File: src/rtl/riscv_pkg.sv
// riscv_pkg: shared encodings for the memory port arbiter and its helpers.
// FSM states and owner codes are plain localparams so legacy code that
// compares raw bit patterns keeps working.
package riscv_pkg;

   localparam logic [1:0] ST_IDLE  = 2'd0;
   localparam logic [1:0] ST_GRANT = 2'd1;
   localparam logic [1:0] ST_DONE  = 2'd2;

   localparam logic OWNER_FETCH = 1'b0;
   localparam logic OWNER_DATA  = 1'b1;

   localparam logic [2:0] FUNCT3_WORD = 3'b010;

   // Data wins a collision unless fetch has already waited out a full data burst.
   function automatic logic arb_pick(input logic fetch_req,
                                     input logic data_req,
                                     input logic burst_full);
      return (data_req && !(fetch_req && burst_full)) ? OWNER_DATA : OWNER_FETCH;
   endfunction

endpackage

File: src/rtl/arb_watchdog.sv
// arb_watchdog: per-transaction timeout counter. 'start' reloads it to zero,
// 'tick' advances it by one, and 'expired' is high once the count has reached
// TIMEOUT_CYCLES. The counter stops at the limit so it never wraps.
module arb_watchdog #(
   parameter int TIMEOUT_CYCLES = 255
) (
   input  logic clk,
   input  logic rst_n,
   input  logic start,
   input  logic tick,
   output logic expired
);

   localparam int               CNT_W = $clog2(TIMEOUT_CYCLES + 1);
   localparam logic [CNT_W-1:0] LIMIT = CNT_W'(TIMEOUT_CYCLES);

   logic [CNT_W-1:0] count;

   assign expired = (count == LIMIT);

   // Reload on start, otherwise count waited cycles up to the limit.
   always_ff @(posedge clk or negedge rst_n) begin
      if (!rst_n) begin
         count <= '0;
      end else if (start) begin
         count <= '0;
      end else if (tick && !expired) begin
         count <= count + CNT_W'(1);
      end
   end

endmodule

File: src/rtl/memory_port_arbiter.sv
// memory_port_arbiter: shares one single-ported unified memory between the
// instruction-fetch path and the load/store path. Requests are sampled only
// in IDLE, the winner owns the memory through GRANT, and DONE returns a
// one-cycle ready pulse (with error on timeout). Every output is a flop.
module memory_port_arbiter
   import riscv_pkg::*;
#(
   parameter int ADDR_W         = 32,
   parameter int DATA_W         = 32,
   parameter int MAX_DATA_BURST = 4,
   parameter int TIMEOUT_CYCLES = 255
) (
   input  logic              clk_i,
   input  logic              reset_i,

   input  logic              fetch_req_i,
   input  logic [ADDR_W-1:0] fetch_addr_i,
   output logic              fetch_ready_o,
   output logic [DATA_W-1:0] fetch_rdata_o,

   input  logic              data_req_i,
   input  logic              data_we_i,
   input  logic [ADDR_W-1:0] data_addr_i,
   input  logic [DATA_W-1:0] data_wdata_i,
   input  logic [2:0]        data_funct3_i,
   output logic              data_ready_o,
   output logic [DATA_W-1:0] data_rdata_o,

   output logic              error_o,

   output logic              mem_req_o,
   output logic              mem_we_o,
   output logic [ADDR_W-1:0] mem_addr_o,
   output logic [DATA_W-1:0] mem_wdata_o,
   output logic [2:0]        mem_funct3_o,
   input  logic [DATA_W-1:0] mem_rdata_i,
   input  logic              mem_ready_i
);

   localparam int                 BURST_W   = (MAX_DATA_BURST < 1) ? 1 : $clog2(MAX_DATA_BURST + 1);
   localparam logic [BURST_W-1:0] BURST_MAX = BURST_W'(MAX_DATA_BURST);

   logic [1:0]         state;
   logic               owner;
   logic [BURST_W-1:0] burst_cnt;

   logic burst_full;
   logic any_req;
   logic grant_now;
   logic grant_owner;
   logic mem_done;
   logic expired;
   logic wd_tick;

   assign burst_full  = (burst_cnt == BURST_MAX);
   assign any_req     = fetch_req_i | data_req_i;
   assign grant_now   = (state == ST_IDLE) && any_req;
   assign grant_owner = arb_pick(fetch_req_i, data_req_i, burst_full);

   // A transaction ends on memory ready or on timeout; ready wins a tie.
   assign mem_done = (state == ST_GRANT) && (mem_ready_i || expired);
   assign wd_tick  = (state == ST_GRANT) && !mem_ready_i;

   arb_watchdog #(
      .TIMEOUT_CYCLES (TIMEOUT_CYCLES)
   ) u_watchdog (
      .clk     (clk_i),
      .rst_n   (reset_i),
      .start   (grant_now),
      .tick    (wd_tick),
      .expired (expired)
   );

   // Sequence IDLE -> GRANT -> DONE -> IDLE and remember who owns the port.
   always_ff @(posedge clk_i or negedge reset_i) begin
      if (!reset_i) begin
         state <= ST_IDLE;
         owner <= OWNER_FETCH;
      end else begin
         case (state)
            ST_IDLE: begin
               if (grant_now) begin
                  state <= ST_GRANT;
                  owner <= grant_owner;
               end
            end
            ST_GRANT: begin
               if (mem_done) begin
                  state <= ST_DONE;
               end
            end
            ST_DONE: begin
               state <= ST_IDLE;
            end
            default: begin
               state <= ST_IDLE;
            end
         endcase
      end
   end

   // Count data grants that jumped ahead of a waiting fetch, saturating at the burst limit.
   always_ff @(posedge clk_i or negedge reset_i) begin
      if (!reset_i) begin
         burst_cnt <= '0;
      end else if (grant_now) begin
         if ((grant_owner == OWNER_DATA) && fetch_req_i) begin
            if (!burst_full) begin
               burst_cnt <= burst_cnt + BURST_W'(1);
            end
         end else begin
            burst_cnt <= '0;
         end
      end
   end

   // Latch the winner's request into the memory-side registers and hold it through GRANT.
   always_ff @(posedge clk_i or negedge reset_i) begin
      if (!reset_i) begin
         mem_req_o    <= 1'b0;
         mem_we_o     <= 1'b0;
         mem_addr_o   <= '0;
         mem_wdata_o  <= '0;
         mem_funct3_o <= 3'b000;
      end else if (grant_now) begin
         mem_req_o <= 1'b1;
         if (grant_owner == OWNER_DATA) begin
            mem_we_o     <= data_we_i;
            mem_addr_o   <= data_addr_i;
            mem_wdata_o  <= data_wdata_i;
            mem_funct3_o <= data_funct3_i;
         end else begin
            mem_we_o     <= 1'b0;
            mem_addr_o   <= fetch_addr_i;
            mem_wdata_o  <= '0;
            mem_funct3_o <= FUNCT3_WORD;
         end
      end else if (mem_done) begin
         mem_req_o <= 1'b0;
      end
   end

   // Produce the one-cycle completion pulse and read data for the owner in DONE.
   always_ff @(posedge clk_i or negedge reset_i) begin
      if (!reset_i) begin
         fetch_ready_o <= 1'b0;
         data_ready_o  <= 1'b0;
         error_o       <= 1'b0;
         fetch_rdata_o <= '0;
         data_rdata_o  <= '0;
      end else begin
         fetch_ready_o <= mem_done && (owner == OWNER_FETCH);
         data_ready_o  <= mem_done && (owner == OWNER_DATA);
         error_o       <= mem_done && !mem_ready_i;
         fetch_rdata_o <= (mem_done && (owner == OWNER_FETCH) && mem_ready_i)
                          ? mem_rdata_i : '0;
         data_rdata_o  <= (mem_done && (owner == OWNER_DATA) && mem_ready_i && !mem_we_o)
                          ? mem_rdata_i : '0;
      end
   end

endmodule

File: config.mk
export PLATFORM = sky130hd
export DESIGN_NAME = memory_port_arbiter
export DESIGN_NICKNAME = d
export VERILOG_FILES = /design/src/rtl/riscv_pkg.sv /design/src/rtl/arb_watchdog.sv /design/src/rtl/memory_port_arbiter.sv
export SDC_FILE = /design/constraint.sdc
export NUM_CORES = 1
export LEC_CHECK = 0
export CAP_MARGIN = 10
export CORE_ASPECT_RATIO = 1.4
export CORE_UTILIZATION = 25
export CTS_BUF_LIST = sky130_fd_sc_hd__clkbuf_8
export DETAILED_ROUTE_END_ITERATION = 10
export GPL_TIMING_DRIVEN = 0
export SLEW_MARGIN = 20
export SYNTH_ARGS = -nofsm -noshare
export SYNTH_HDL_FRONTEND = slang
export SYNTH_HIERARCHICAL = 1
export SYNTH_SLANG_ARGS = --single-unit
File: constraint.sdc
create_clock -name clk_i -period 1.6 [get_ports clk_i]
set_input_delay 0.48 -clock clk_i [delete_from_list [all_inputs] [get_ports clk_i]]
set_output_delay 0.48 -clock clk_i [all_outputs]
set_load 0.05 [all_outputs]
After elaboration in Yosys (flattened, before gate mapping)
Index checks and enable logic that the tools add are counted.
{"block": "totals", "register_bits": 150, "input_bits": 137, "word_cells": 64}
{"block": "op_classes", "n_addsub": 2, "n_eq_ne": 6, "mux": 16, "bitwise": 2, "reduce_logical": 24}
{"op": "32-bit 2-to-1 mux", "count": 4}
{"op": "8-bit 2-to-1 mux", "count": 2}
{"op": "1-bit logical AND", "count": 13}
{"op": "3-bit 2-to-1 mux", "count": 3}
{"op": "8-bit by 1-bit adder with 8-bit output, second input constant", "count": 1}
{"op": "8-bit == test, second input constant", "count": 1}
{"op": "2-bit != test, second input constant", "count": 3}
{"op": "2-bit AND reduction", "count": 3}
{"op": "1-bit logical NOT", "count": 4}
{"op": "1-bit 2-to-1 mux", "count": 4}
{"op": "2-bit 2-to-1 mux", "count": 2}
{"op": "2-bit case mux with 2 select lines", "count": 1}
{"op": "2-bit nonzero test", "count": 2}
{"op": "3-bit by 1-bit adder with 3-bit output, second input constant", "count": 1}
{"op": "3-bit == test, second input constant", "count": 1}
{"op": "2-bit by 1-bit == test with 1-bit output, second input constant", "count": 1}
{"op": "2-bit logical NOT", "count": 1}
{"op": "1-bit logical OR", "count": 1}
{"op": "1-bit NOT", "count": 1}
{"op": "1-bit OR", "count": 1}

Longest topological paths before layout
{"block": "logic_depth", "word_depth": 8, "depth_mapped": 9}

Hierarchy
The synthesis kept the hierarchy.
{"module": "memory_port_arbiter", "instances": 1, "cells_per_inst": 444, "area_per_inst_um2": 5672.9, "seq_area_each_um2": 3553.4}
{"module": "arb_watchdog", "instances": 1, "cells_per_inst": 47, "area_per_inst_um2": 469.2, "seq_area_each_um2": 200.2}

Least setup slack after synthesis
Ideal clock, no wire load.
{"block": "synth_path", "path_kind": "input -> register", "from": "input port data_req_i", "to": "register u_watchdog.count[0]", "setup_ns": 0.125, "arrival_ns": 1.718, "path_slack_ns": -0.243, "cell_stages": 9, "n_path_buf": 4, "cell_sequence": "buf_6 > or2_1 > buf_6 > nand2_4 > inv_2 > buf_6 > clkbuf_1 > nor2b_1 > mux2_4"}
{"block": "synth_via", "elab_chain_cells": 3}
{"item": "from (decl)", "line": "memory_port_arbiter.sv:21", "rtl": "input logic data_req_i,"}
{"item": "1-bit OR *", "line": "memory_port_arbiter.sv:56", "rtl": "assign any_req = fetch_req_i | data_req_i;"}
{"item": "1-bit logical AND *", "line": "memory_port_arbiter.sv:57", "rtl": "assign grant_now = (state == ST_IDLE) && any_req;"}
{"item": "via grant_now", "line": "memory_port_arbiter.sv:49", "rtl": "logic grant_now;"}
{"item": "8-bit 2-to-1 mux or 2-bit nonzero test (tied branches)"}
{"item": "to (signal assigned)", "line": "arb_watchdog.sv:28", "rtl": "count <= count + CNT_W'(1);"}
{"item": "to (decl)", "line": "arb_watchdog.sv:17", "rtl": "logic [CNT_W-1:0] count;"}
The timed path passes the listed nets; every way through them passes the cells marked *.
A chain may end at the register's enable or synchronous reset.

Worst setup path after layout
{"block": "layout_path", "from": "register state[1]", "to": "register u_watchdog.count[7]"}
{"block": "layout_via", "elab_chain_cells": 4}
{"item": "from (decl)", "line": "memory_port_arbiter.sv:43", "rtl": "logic [1:0] state;"}
{"item": "from (signal assigned)", "line": "memory_port_arbiter.sv:77", "rtl": "state <= ST_IDLE;"}
{"item": "from (signal assigned)", "line": "memory_port_arbiter.sv:83", "rtl": "state <= ST_GRANT;"}
{"item": "from (signal assigned)", "line": "memory_port_arbiter.sv:89", "rtl": "state <= ST_DONE;"}
{"item": "2-bit by 1-bit == test with 1-bit output", "line": "memory_port_arbiter.sv:62", "rtl": "assign wd_tick = (state == ST_GRANT) && !mem_ready_i;"}
{"item": "1-bit logical AND", "line": "memory_port_arbiter.sv:62"}
{"item": "via wd_tick", "line": "memory_port_arbiter.sv:53", "rtl": "logic wd_tick;"}
{"item": "1-bit logical AND", "line": "arb_watchdog.sv:27", "rtl": "end else if (tick && !expired) begin"}
{"item": "2-bit nonzero test (no line)"}
The timed path passes the listed nets, and every way through them passes these cells.

==> metrics.md <==
| Metric | Value |
|---|---|
| Status | `finished with violations` |
| Failing checks | `negative setup slack` |
| Vias in the first global route | `5426` |
| Cell Chain, Critical Path | `nand2b_4 -> or2_4 -> inv_2 -> nand4_1 -> nor3_2 -> mux2_4` |
| Most frequent cells in the layout | `147 x dfrtp_1, 133 x clkdlybuf4s50_1, 85 x buf_4` |
| Worst setup EP type | `flip-flop` |
| Vias post-DR | `5096` |
| Row count | `67` |
| Max FO, Critical Path | `3` |
| Total inserted antenna cells | `0` |
| Final slew viol count | `0` |
| Worst slack at placement | `-748 ps` |
| Max Fclk | `0.621 GHz` |
| Post-synthesis async set-or-reset flop share | `100%` |
| Peak VDD IR | `0.000888 V` |
| Post-synth EDFFs | `0` |
| Clk sinks | `150` |
| Leading area contributor after synthesis | `dfrtp_1` |
| ANT nets after route | `0` |
| Mapped cell area | `6140 um^2` |
| Worst Path Arrival | `1960 ps` |
| Total Wirelength | `19600 um` |
| Die Area | `25200 um^2` |
| Leak | `4.68 nW` |
| Final GP Congestion | `0.760` |
| Die height | `187 um` |
| CP Buf/Inv Count | `1` |
| Die X | `134 um` |
| Clock H-tree levels | `4` |
| Syn_area_per_cell | `12.5 um^2` |
| Layout cells sized above 1 | `35.1%` |
| Unique masters post-synth | `48` |
| Post-DR wirelength/cell | `17.2 um` |
| Area fraction of the dominant cell type after synthesis | `61.1%` |
| Power Dens Cells | `1930 nW/um^2` |
| Slack of the critical path | `-9.44 ps` |
| Vias per cell | `4.49` |
| HP Class | `in2reg` |
| Longest Clk Path Bufs | `2` |
| Max-Cap Viols | `0` |
| Most common cell after layout, fill and taps aside | `dfrtp_1` |
| Post-Syn Nets | `631` |
| Clk root buf | `clkbuf_8` |
| Clock-pin slew on the worst setup and hold paths | `90 ps` |
| Worst-Skew Late Latency | `470 ps` |
| Post-Syn Instances | `491` |
| Critical path required time | `1950 ps` |
| Post-DP HPWL | `13700 um` |
| Max_slew headroom | `67.3%` |
| Tmin final | `1610 ps` |
| Io pins | `273` |
| Final hold viol count | `0` |
| GR Overflow Total | `0` |
| Syn. warnings | `6` |
| Slowest Stage Delay on Critical Path | `410 ps` |
| All-Layer GR Usage | `15.9%` |
| Register area | `3760 um^2` |
| Layout Utilization | `41.3%` |
| Initial drt markers | `187` |
| I/O Buffers | `271` |
| Largest delay share family, worst path | `simple AND/OR/NAND/NOR gates` |
| Prevailing post-synth register cell | `dfrtp_1` |
| Worst setup SP type | `flip-flop` |
| Number of detailed-route iterations in the first pass | `4` |
| Layout filler cell count | `2360` |
| Final setup fails | `1` |
| Register area share after synthesis | `61.1%` |
| Pin count of the biggest net entering global routing | `90` |
| Initial antenna violation count | `0` |
| Core area | `24100 um^2` |
| CTS Buf Count | `17` |
| WS Path Type | `reg2reg` |
| Fin crit share | `101%` |
| Post-route DRC | `0` |
| First-pass GRT wire length | `30500 um` |
| Starting density of the core | `25.5%` |
| TritonCTS clock tree | `yes` |
| Tightest Pin Transition | `490 ps` |
| RSZ-0062 raised after global routing | `yes` |
| Area contributors post-synth | `dfrtp_1 61%, and2_1 6.7%, o221ai_2 6.6%, a22o_1 5.0%, nand4_1 3.5%` |
| P&R area growth vs syn | `61.9%` |
| Multi-input logic area | `2090 um^2` |
| NumNets Final | `953` |
| Yosys reg bits | `150` |
| Slowest-stage cell, CP | `dfrtp_1` |
| Clk_skew | `10.8 ps` |
## power by group
group / internal (mW) / total, mW / switching, mW / leakage, nW
registers: 4.87 / 5.51 / 0.632 / 1.97
logic: 3.81 / 10.0 / 6.23 / 2.47
clock network: 2.07 / 3.64 / 1.57 / 0.246
total: 10.8 / 19.2 / 8.44 / 4.68
## synth_stat cells (all sizes together), types with 2 or more instances
cell type / count
and3: 2
nand2: 4
and2: 67
nand3: 37
a21o: 2
inv: 39
mux2: 2
o221ai: 32
and4: 2
a211oi: 4
buf: 19
nor3b: 2
nor3: 2
a31oi: 3
dfrtp: 150
a21oi: 4
o21bai: 2
nor2b: 4
a22o: 35
clkbuf: 21
ha: 3
nor2: 6
nand4: 34
nand2b: 3
or2: 3
## metal layers
layer	wire (um)	track usage (%)
met1	7650	17.6
met2	10300	28.2
met3	1230	4.77
met4	372	6.53
met5	0	0
## state kept, by name (all words and copies together) (netlist names), 2 cells and up
| signal | flops |
|---|---|
| data_rdata_o | 32 |
| fetch_rdata_o | 32 |
| mem_addr_o | 32 |
| mem_wdata_o | 32 |
| u_watchdog/count | 8 |
| burst_cnt | 3 |
| mem_funct3_o | 3 |
| state | 2 |
## per-stage QoR
step / hold WS [ps] / power (mW) / setup TNS [ps] / std cells / instance area [um^2]
after floorplan: 184 / 11.7 / -239 / 491 / 6170
after global placement: 465 / 15.0 / -1039070 / 1072 / 9270
after detailed placement: 458 / 15.1 / -79100 / 1073 / 9300
after CTS: 258 / 18.7 / -124 / 1122 / 9540
after global routing: 275 / 20.2 / -479 / 1136 / 9940
final: 294 / 19.2 / -9.44 / 1136 / 9940
## layout make-up
cell class	instances	area share [%]
clock buffers	18	2.49
flip-flops and latches	150	37.8
inverters	39	1.55
clock inverters	14	2.45
multi-input cells	262	21.0
plain buffers	35	3.15
repair buffers	308	27.7
well taps	310	3.90
## worst paths after layout
kind	start	slack, ps	cells past startpoint	end
min in group asynchronous	reset_i	540	2	data_rdata_o[19]
worst max register to register	state[1]	-9	6	u_watchdog/count[7]
worst max-delay path	state[1]	-9	6	u_watchdog/count[7]
worst min-delay path	data_req_i	290	3	burst_cnt[2]
max in group asynchronous	reset_i	220	3	u_watchdog/count[7]
worst min register to register	mem_req_o	500	1	mem_req_o
## worst register-to-register path, stage by stage (launching register included)
cell and delay (ps):
dfrtp_1 410, nand2b_4 150, or2_4 240, inv_2 70, nand4_1 140, nor3_2 180, mux2_4 310
## cells by family after synthesis
logic type | Yosys count | synth area share [%]
AND/OR/NAND/NOR | 168 | 16.7
flip-flops | 150 | 61.1
AO/OA/AOI/OAI | 88 | 14.8
buffers and inverters | 79 | 6.25
multiplexers | 3 | 0.591
adder cells (fa/ha/maj) | 3 | 0.611
## what timing repair did
| item | CTS | global route |
|---|---|---|
| endpoints found under the hold margin | 61 | 0 |
| cloned | 0 | 3 |
| buffers inserted | 18 | 14 |
| pin swaps | 4 | 19 |
| endpoints found under the setup margin | 244 | 187 |
| hold buffers | 1 | 0 |
| resized for setup | 784 | 98 |
No activity file was read; power rests on OpenSTA's default activity.
